[src/rtl/uart_pkg.sv]
// Shared definitions for the UART transmitter/receiver pair: FSM state
// encoding and the clock-to-baud divider helper.
package uart_pkg;

  typedef enum logic [1:0] {
    IDLE  = 2'd0,
    START = 2'd1,
    DATA  = 2'd2,
    STOP  = 2'd3
  } uart_state_e;

  // Clock cycles per bit, truncated.
  function automatic int bit_div(input int clock_hz, input int baud);
    return clock_hz / baud;
  endfunction

endpackage

[src/rtl/uart_sync.sv]
// Two-flop synchroniser for an asynchronous input; both flops reset to a
// parameterised value so an idle line does not look like an edge after reset.
module uart_sync #(
  parameter logic RstVal = 1'b1
) (
  input  logic clock,
  input  logic reset,
  input  logic i_d,
  output logic o_q
);

  logic r_meta;
  logic r_sync;

  // NOTE: sequential state uses non-blocking assignments so every flop
  // samples the pre-edge value of its source, independent of statement order.
  always_ff @(posedge clock) begin
    if (reset) begin
      r_meta <= RstVal;
      r_sync <= RstVal;
    end else begin
      r_meta <= i_d;
      r_sync <= r_meta;
    end
  end

  assign o_q = r_sync;

endmodule

[src/rtl/uart_rx.sv]
// Asynchronous serial receiver: 8 data bits LSB first, Stop stop bits,
// centre-of-bit sampling, one-cycle valid strobe with framing-error flag.
module uart_rx
  import uart_pkg::*;
#(
  parameter int Clock = 50_000_000,
  parameter int Baud  = 9600,
  parameter int Stop  = 1
) (
  input  logic       clock,
  input  logic       reset,
  input  logic       rxd,
  output logic [7:0] data,
  output logic       valid,
  output logic       ferr,
  output logic       busy
);

  localparam int DIV  = bit_div(Clock, Baud);
  localparam int HALF = DIV / 2;
  localparam int CW   = $clog2(DIV);

  localparam logic [CW-1:0] HALF_LAST = CW'(HALF - 1);
  localparam logic [CW-1:0] FULL_LAST = CW'(DIV - 1);
  localparam logic [1:0]    STOP_LAST = 2'(Stop - 1);

  if (DIV < 16) begin : g_bad_div
    $fatal(1, "uart_rx: Clock/Baud = %0d, must be >= 16", DIV);
  end
  if (Stop < 1 || Stop > 4) begin : g_bad_stop
    $fatal(1, "uart_rx: Stop = %0d, must be 1..4", Stop);
  end

  logic w_rxd_s;

  uart_sync #(.RstVal(1'b1)) u_sync (
    .clock (clock),
    .reset (reset),
    .i_d   (rxd),
    .o_q   (w_rxd_s)
  );

  uart_state_e r_state, w_state_next;
  logic [CW-1:0] r_cnt, w_cnt_next;
  logic [2:0]    r_bit, w_bit_next;
  logic [1:0]    r_sbit, w_sbit_next;
  logic [7:0]    r_shreg, w_shreg_next;
  logic          r_err, w_err_next;
  logic          w_done;
  logic          w_full_tick;
  logic [7:0]    r_data;
  logic          r_valid;
  logic          r_ferr;

  always_ff @(posedge clock) begin
    if (reset) r_state <= IDLE;
    else       r_state <= w_state_next;
  end

  assign w_full_tick = (r_cnt == FULL_LAST);

  // NOTE: every signal written here gets a default first, so no path through
  // the case leaves it unassigned and no latch is inferred.
  always_comb begin
    w_state_next = r_state;
    w_cnt_next   = r_cnt;
    w_bit_next   = r_bit;
    w_sbit_next  = r_sbit;
    w_shreg_next = r_shreg;
    w_err_next   = r_err;
    w_done       = 1'b0;

    case (r_state)
      IDLE: begin
        if (!w_rxd_s) begin
          w_state_next = START;
          w_cnt_next   = '0;
        end
      end

      START: begin
        if (r_cnt == HALF_LAST) begin
          // A start bit that is high again at its centre was a glitch.
          w_cnt_next = '0;
          if (w_rxd_s) begin
            w_state_next = IDLE;
          end else begin
            w_state_next = DATA;
            w_bit_next   = '0;
            w_err_next   = 1'b0;
          end
        end else begin
          w_cnt_next = r_cnt + CW'(1);
        end
      end

      DATA: begin
        if (w_full_tick) begin
          w_cnt_next            = '0;
          w_shreg_next[r_bit]   = w_rxd_s;
          if (r_bit == 3'd7) begin
            w_state_next = STOP;
            w_bit_next   = '0;
            w_sbit_next  = '0;
          end else begin
            w_bit_next = r_bit + 3'd1;
          end
        end else begin
          w_cnt_next = r_cnt + CW'(1);
        end
      end

      STOP: begin
        if (w_full_tick) begin
          w_cnt_next = '0;
          if (!w_rxd_s) w_err_next = 1'b1;
          // Leave at the centre of the last stop bit so a following start
          // bit from a slightly fast sender is still caught.
          if (r_sbit == STOP_LAST) begin
            w_state_next = IDLE;
            w_sbit_next  = '0;
            w_done       = 1'b1;
          end else begin
            w_sbit_next = r_sbit + 2'd1;
          end
        end else begin
          w_cnt_next = r_cnt + CW'(1);
        end
      end

      default: w_state_next = IDLE;
    endcase
  end

  always_ff @(posedge clock) begin
    if (reset) begin
      r_cnt   <= '0;
      r_bit   <= '0;
      r_sbit  <= '0;
      r_shreg <= '0;
      r_err   <= 1'b0;
      r_data  <= '0;
      r_valid <= 1'b0;
      r_ferr  <= 1'b0;
    end else begin
      r_cnt   <= w_cnt_next;
      r_bit   <= w_bit_next;
      r_sbit  <= w_sbit_next;
      r_shreg <= w_shreg_next;
      r_err   <= w_err_next;
      r_valid <= w_done;
      if (w_done) begin
        r_data <= w_shreg_next;
        r_ferr <= w_err_next;
      end
    end
  end

  assign data  = r_data;
  assign valid = r_valid;
  assign ferr  = r_ferr;
  assign busy  = (r_state != IDLE);

endmodule

[config.mk]
export PLATFORM = sky130hd
export DESIGN_NAME = uart_rx
export DESIGN_NICKNAME = d
export VERILOG_FILES = /design/src/rtl/uart_pkg.sv /design/src/rtl/uart_sync.sv /design/src/rtl/uart_rx.sv
export SDC_FILE = /design/constraint.sdc
export NUM_CORES = 1
export LEC_CHECK = 0
export ABC_CLOCK_PERIOD_IN_PS = 2000
export BUFFER_PORTS_ARGS = -buffer_cell sky130_fd_sc_hd__buf_2
export CAP_MARGIN = 30
export CORE_MARGIN = 4
export CORE_UTILIZATION = 37
export CTS_BUF_LIST = sky130_fd_sc_hd__clkbuf_2
export CTS_CLUSTER_DIAMETER = 40
export CTS_CLUSTER_SIZE = 10
export DETAILED_ROUTE_END_ITERATION = 8
export HOLD_SLACK_MARGIN = 0.05
export PLACE_DENSITY = 0.5
export SLEW_MARGIN = 20
export SYNTH_ARGS = -nofsm -noshare
export SYNTH_HDL_FRONTEND = slang
export SYNTH_HIERARCHICAL = 1
export SYNTH_SLANG_ARGS = --single-unit
[constraint.sdc]
create_clock -name clock -period 2 [get_ports clock]
set_clock_uncertainty 0.1 [all_clocks]
set_input_delay 0.4 -clock clock [delete_from_list [all_inputs] [get_ports clock]]
set_output_delay 0.4 -clock clock [all_outputs]
set_load 0.005 [all_outputs]
Word-level counts from Yosys, hierarchy flattened
Cells that the tools add are included.
- $add $sub $neg: 3
- equal/unequal tests: 13
- muxes and demuxes: 35
- order comparisons: 2
- reduce and logical (&&, ||, !) cells: 10
- operators with widths (kind ; number):
    13-bit 2-to-1 mux ; 3
    13-bit one-hot mux with 3 select lines ; 1
    2-bit 2-to-1 mux ; 11
    8-bit 2-to-1 mux ; 2
    2-bit inequality test, second input constant ; 7
    13-bit by 1-bit adder with 13-bit output, second input constant ; 1
    13-bit by 12-bit equality test with 1-bit output, second input constant ; 1
    13-bit equality test, second input constant ; 1
    3-bit 2-to-1 mux ; 4
    8-bit bitwise mux ; 1
    1-bit 2-to-1 mux ; 8
    2-bit one-hot mux with 4 select lines ; 1
    4-bit AND reduction ; 2
    3-bit one-hot mux with 2 select lines ; 1
    6-bit AND reduction ; 1
    2-bit nonzero test ; 3
    2-bit equality test, second input constant ; 2
    2-bit zero test ; 2
    3-bit by 4-bit less-than comparator with 1-bit output, second input constant ; 1
    2-bit one-hot mux with 2 select lines ; 1
    3-bit by 1-bit adder with 3-bit output, second input constant ; 1
    1-bit demux with 3-bit select ; 1
    3-bit equality test, second input constant ; 1
    3-bit by 1-bit >= comparator with 1-bit output, second input constant ; 1
    5 further kinds ; 5
- output and inout port bits: 11
- bits in registers: 41
- input port bits: 3

Logic depth before layout (Yosys ltp)
- depth in word-level cells: 7
- mapped depth: 7
- depth with buffers taken out: 6

Hierarchy
The synthesis kept the hierarchy.
- modules (own cells, without submodules) (module ; times used ; cells an instance ; area an instance (µm²)):
    uart_rx ; 1 ; 214 ; 1925.6
    uart_sync ; 1 ; 4 ; 52.6

Worst setup path after synthesis
OpenSTA, ideal clock, no wires.
- kind: register to register
- start point: register r_cnt[0]
- end point: register r_data[4] (netlist: data[4])
- path buffers: 0
- required time: 1.767 ns
- path slack: 0.186 ns
- arrival: 1.581 ns
- setup time: 0.133 ns
- stages on the path, launching flop included: 7
- period minus slack after synthesis: 1.814 ns
- cells stage by stage: dfxtp_1 ha_1 and4bb_2 and4b_4 nor3b_2 mux2i_1 a211oi_2
- cells in the longest elaborated chain, start to end: 3
- RTL lines (item ; RTL line ; text):
    start: declaration ; uart_rx.sv:44 ; logic [CW-1:0] r_cnt, w_cnt_next;
    start signal: assignment ; uart_rx.sv:146 ; r_cnt <= w_cnt_next;
    13-bit equality test (*) ; uart_rx.sv:60 ; assign w_full_tick = (r_cnt == FULL_LAST);
    8-bit 2-to-1 mux or 1-bit 2-to-1 mux (tied branches) ; uart_rx.sv:98, uart_rx.sv:114 ;
    8-bit 2-to-1 mux or 1-bit 2-to-1 mux (tied branches) ; uart_rx.sv:73 ; case (r_state)
    end signal: assignment ; uart_rx.sv:153 ; r_data <= w_shreg_next;
    end: declaration ; uart_rx.sv:51 ; logic [7:0] r_data;
Every way passes the cells marked *; elsewhere a longest branch is shown, timed or not.
A chain may end at the register's enable or synchronous reset.

Worst setup path in the final report
- start point: register r_cnt[1]
- end point: register r_data[4] (netlist: data[4])
The elaborated chain is that of the path after synthesis.

==> flow_summary.json <==
{
  "wl_per_cell_um": 13.3,
  "startpoint_type": "flop",
  "min_period_ps": 1880,
  "hold_viol": 0,
  "power_uw": 1250,
  "fp.dieArea_mm2": 0.00658,
  "worstSetupEndpointType": "flop",
  "n_antenna_cell": 0,
  "portBuffers": 13,
  "p_int_uw": 925,
  "p_switching_uw": 321,
  "grt_pass1_wl_um": 7080,
  "worstPathCellList": "ha_1 -> and4bb_2 -> and4b_4 -> nor3b_2 -> mux2i_1 -> a211oi_2",
  "hpwl_um": 2830,
  "cts_buffers": 5,
  "dr.pass1.iters": 5,
  "ir_worst_vdd_v": 0.000281,
  "power-per-cell-area_mw_per_mm2": 563,
  "clock_path_buffers": 2,
  "p_clk_frac": 0.292,
  "syn_inst": 218,
  "cp_max_fo": 4,
  "setup_viol": 0,
  "grt_pass1_vias": 1407,
  "area_growth_pct": 11.8,
  "synth-seq-cells": 41,
  "rsz0062_at_grt": "false",
  "post-synth-top-area-cell": "dfxtp_1",
  "clock_latency_ps": 390,
  "status": "completed",
  "die_x_um": 81.1,
  "syn-mean-instance-area_um2": 9.07,
  "cts-root-buf": "clkbuf_2",
  "fmax_mhz": 531,
  "grt_max_degree": 37,
  "comb_power_share": 0.045,
  "finalNonFillerCells": 308,
  "grt.overflow.total": 0,
  "gp_congestion": 0.733,
  "ant_nets": 0,
  "period_share": 0.941,
  "yosysUniqueCellTypes": 47,
  "synth_top_area_frac": 0.415,
  "synth-seq-area-share": 0.415,
  "drive_gt1_frac": 0.231,
  "die_h_um": 81.1,
  "hold_path_class": "flop to flop",
  "cp_num_buf_inv": 0,
  "start_util": 0.385,
  "drcViolationCount": 0,
  "slowest_delay_ps": 390,
  "viasPerCell": 5.08,
  "boundaryPins": 14,
  "yosys-top-cells-area": "dfxtp_1 41%, nor2_1 6.1%, mux2i_1 4.6%, a22oi_1 4.2%, ha_1 3.2%",
  "gr-usage-all-layers": 0.138,
  "crit_family": "simple AND/OR/NAND/NOR gates",
  "worst-endpoint-arrival_ps": 2080,
  "cpMaxStageDelayCell": "dfxtp_2",
  "synth-async-reset-ratio": 0,
  "fin_tns_setup_ps": 0,
  "postLayoutCellArea_mm2": 0.00221,
  "relSlewSlack": 0.552,
  "synth.cell_area_mm2": 0.00198,
  "cp.required_ps": 2200,
  "row_count": 26,
  "maxCapViolCount": 0,
  "final_max_slew_viol_count": 0,
  "placed_cell_area_mm2": 0.00214,
  "power_switching_share": 0.258,
  "path_clk_slew_ps": 210,
  "hold_slack_ps": 336,
  "fin_nets": 245,
  "wl_um": 4080,
  "drt-initial-drc-count": 74,
  "vias": 1566,
  "worst_pin_slew_ps": 672,
  "critPathKind": "flop to flop",
  "cts.sinks": 41,
  "place_inst": 298,
  "seqPwrFrac": 0.663,
  "cts_tree": "yes",
  "htree_levels": 2,
  "ys_warn_count": 6,
  "leakagePower_uw": 0.000845,
  "core_mm2": 0.00514,
  "synth-edff-count": 0,
  "antenna_found_initial": 0,
  "syn-num-nets": 226,
  "ys.flop_type": "dfxtp_1"
}
==> cell families (layout without fill, tap and decap cells) <==
family / after synthesis / count (layout) / share of synthesized area
xor+xnor: 5 / 5 / 0.0221
simple gates: 102 / 102 / 0.306
buf+inv: 18 / 38 / 0.0487
flops: 41 / 41 / 0.415
compound gates: 38 / 38 / 0.131
mux: 9 / 9 / 0.0455
fa+ha+maj: 5 / 5 / 0.0316
==> metrics by stage <==
stage,worst slack (ps),util
2_1_floorplan,186,-
3_3_place_gp,142,0.417
3_5_place_dp,119,0.417
4_1_cts,89.0,0.427
5_1_grt,3.34,0.430
6_report,118,0.430
==> sequential cells by signal, summed over array words and instances (netlist names), 2 cells and up, named ones only <==
name and flops:
r_bit 3, data 8, r_shreg 8, r_sbit 2, r_cnt 13
==> layout make-up <==
cell class	instances	area, um^2
Fill cell	546	2930
Multi-Input combinational cell	159	1070
Sequential cell	41	823
Timing Repair Buffer	25	170
Tap cell	70	87.6
Clock buffer	5	25.0
Inverter	5	18.8
Clock inverter	3	17.5
==> power groups by stage <==
stage | registers [uW] | logic (uW) | clock network [uW]
after floorplan | 841 | 38.3 | 0
after global placement | 841 | 53.7 | 0
after detailed placement | 841 | 53.6 | 0
after CTS | 826 | 55.4 | 383
after global routing | 827 | 63.6 | 420
final | 826 | 56.4 | 364
==> Yosys cell counts (5+ instances only) <==
library cell	count
nand2_1	11
a31oi_1	5
clkbuf_1	5
ha_1	5
dfxtp_1	41
nand3_1	10
inv_1	5
a22oi_1	11
a21oi_1	7
nor3_1	7
nor2_1	32
mux2i_1	9
a211oi_1	8
==> metal layers <==
layer  GRT usage  part of all wire  vias up
met5           0                 0        -
li1            -                 -      820
met3      0.0377             0.034        6
met1       0.202              0.52      718
met2       0.200              0.43       22
met4      0.0355             0.011        0
==> cells in the final DEF (no fill, tap or decap), drive strengths merged, types with 2 or more instances in the layout <==
cell type | Yosys | routed
xor2 | 2 | 2
clkinv | 0 | 2
nand3b | 3 | 3
nand2 | 12 | 12
and4bb | 5 | 5
or2 | 4 | 4
inv | 5 | 5
ha | 5 | 5
o21ai | 4 | 4
and3 | 5 | 5
a211oi | 9 | 9
nand3 | 11 | 11
or3 | 2 | 2
and2b | 4 | 4
clkbuf | 5 | 5
a22oi | 11 | 11
buf | 7 | 24
nand4 | 4 | 4
and4 | 3 | 3
mux2i | 9 | 9
a21oi | 7 | 7
nor2b | 2 | 2
xnor2 | 3 | 3
nor3b | 2 | 2
nor2 | 33 | 33
dfxtp | 41 | 41
a31oi | 5 | 5
nor3 | 8 | 8
==> what timing repair did <==
action | CTS | global route
hold buffers | 1 | 0
endpoints found under the hold margin | 1 | 0
setup endpoints to repair | 0 | 5
buffers inserted | 0 | 1
resized for setup | 0 | 4
==> worst paths after layout <==
path	start	endpoint	slack, ps	cells after the start
worst max-delay path	r_cnt[1]	data[4]	120	6
worst min register to register	u_sync/r_meta	u_sync/o_q	340	1
worst max register to register	r_cnt[1]	data[4]	120	6
worst min-delay path	u_sync/r_meta	u_sync/o_q	340	1
Note: power is estimated with default switching activity, not from simulation.
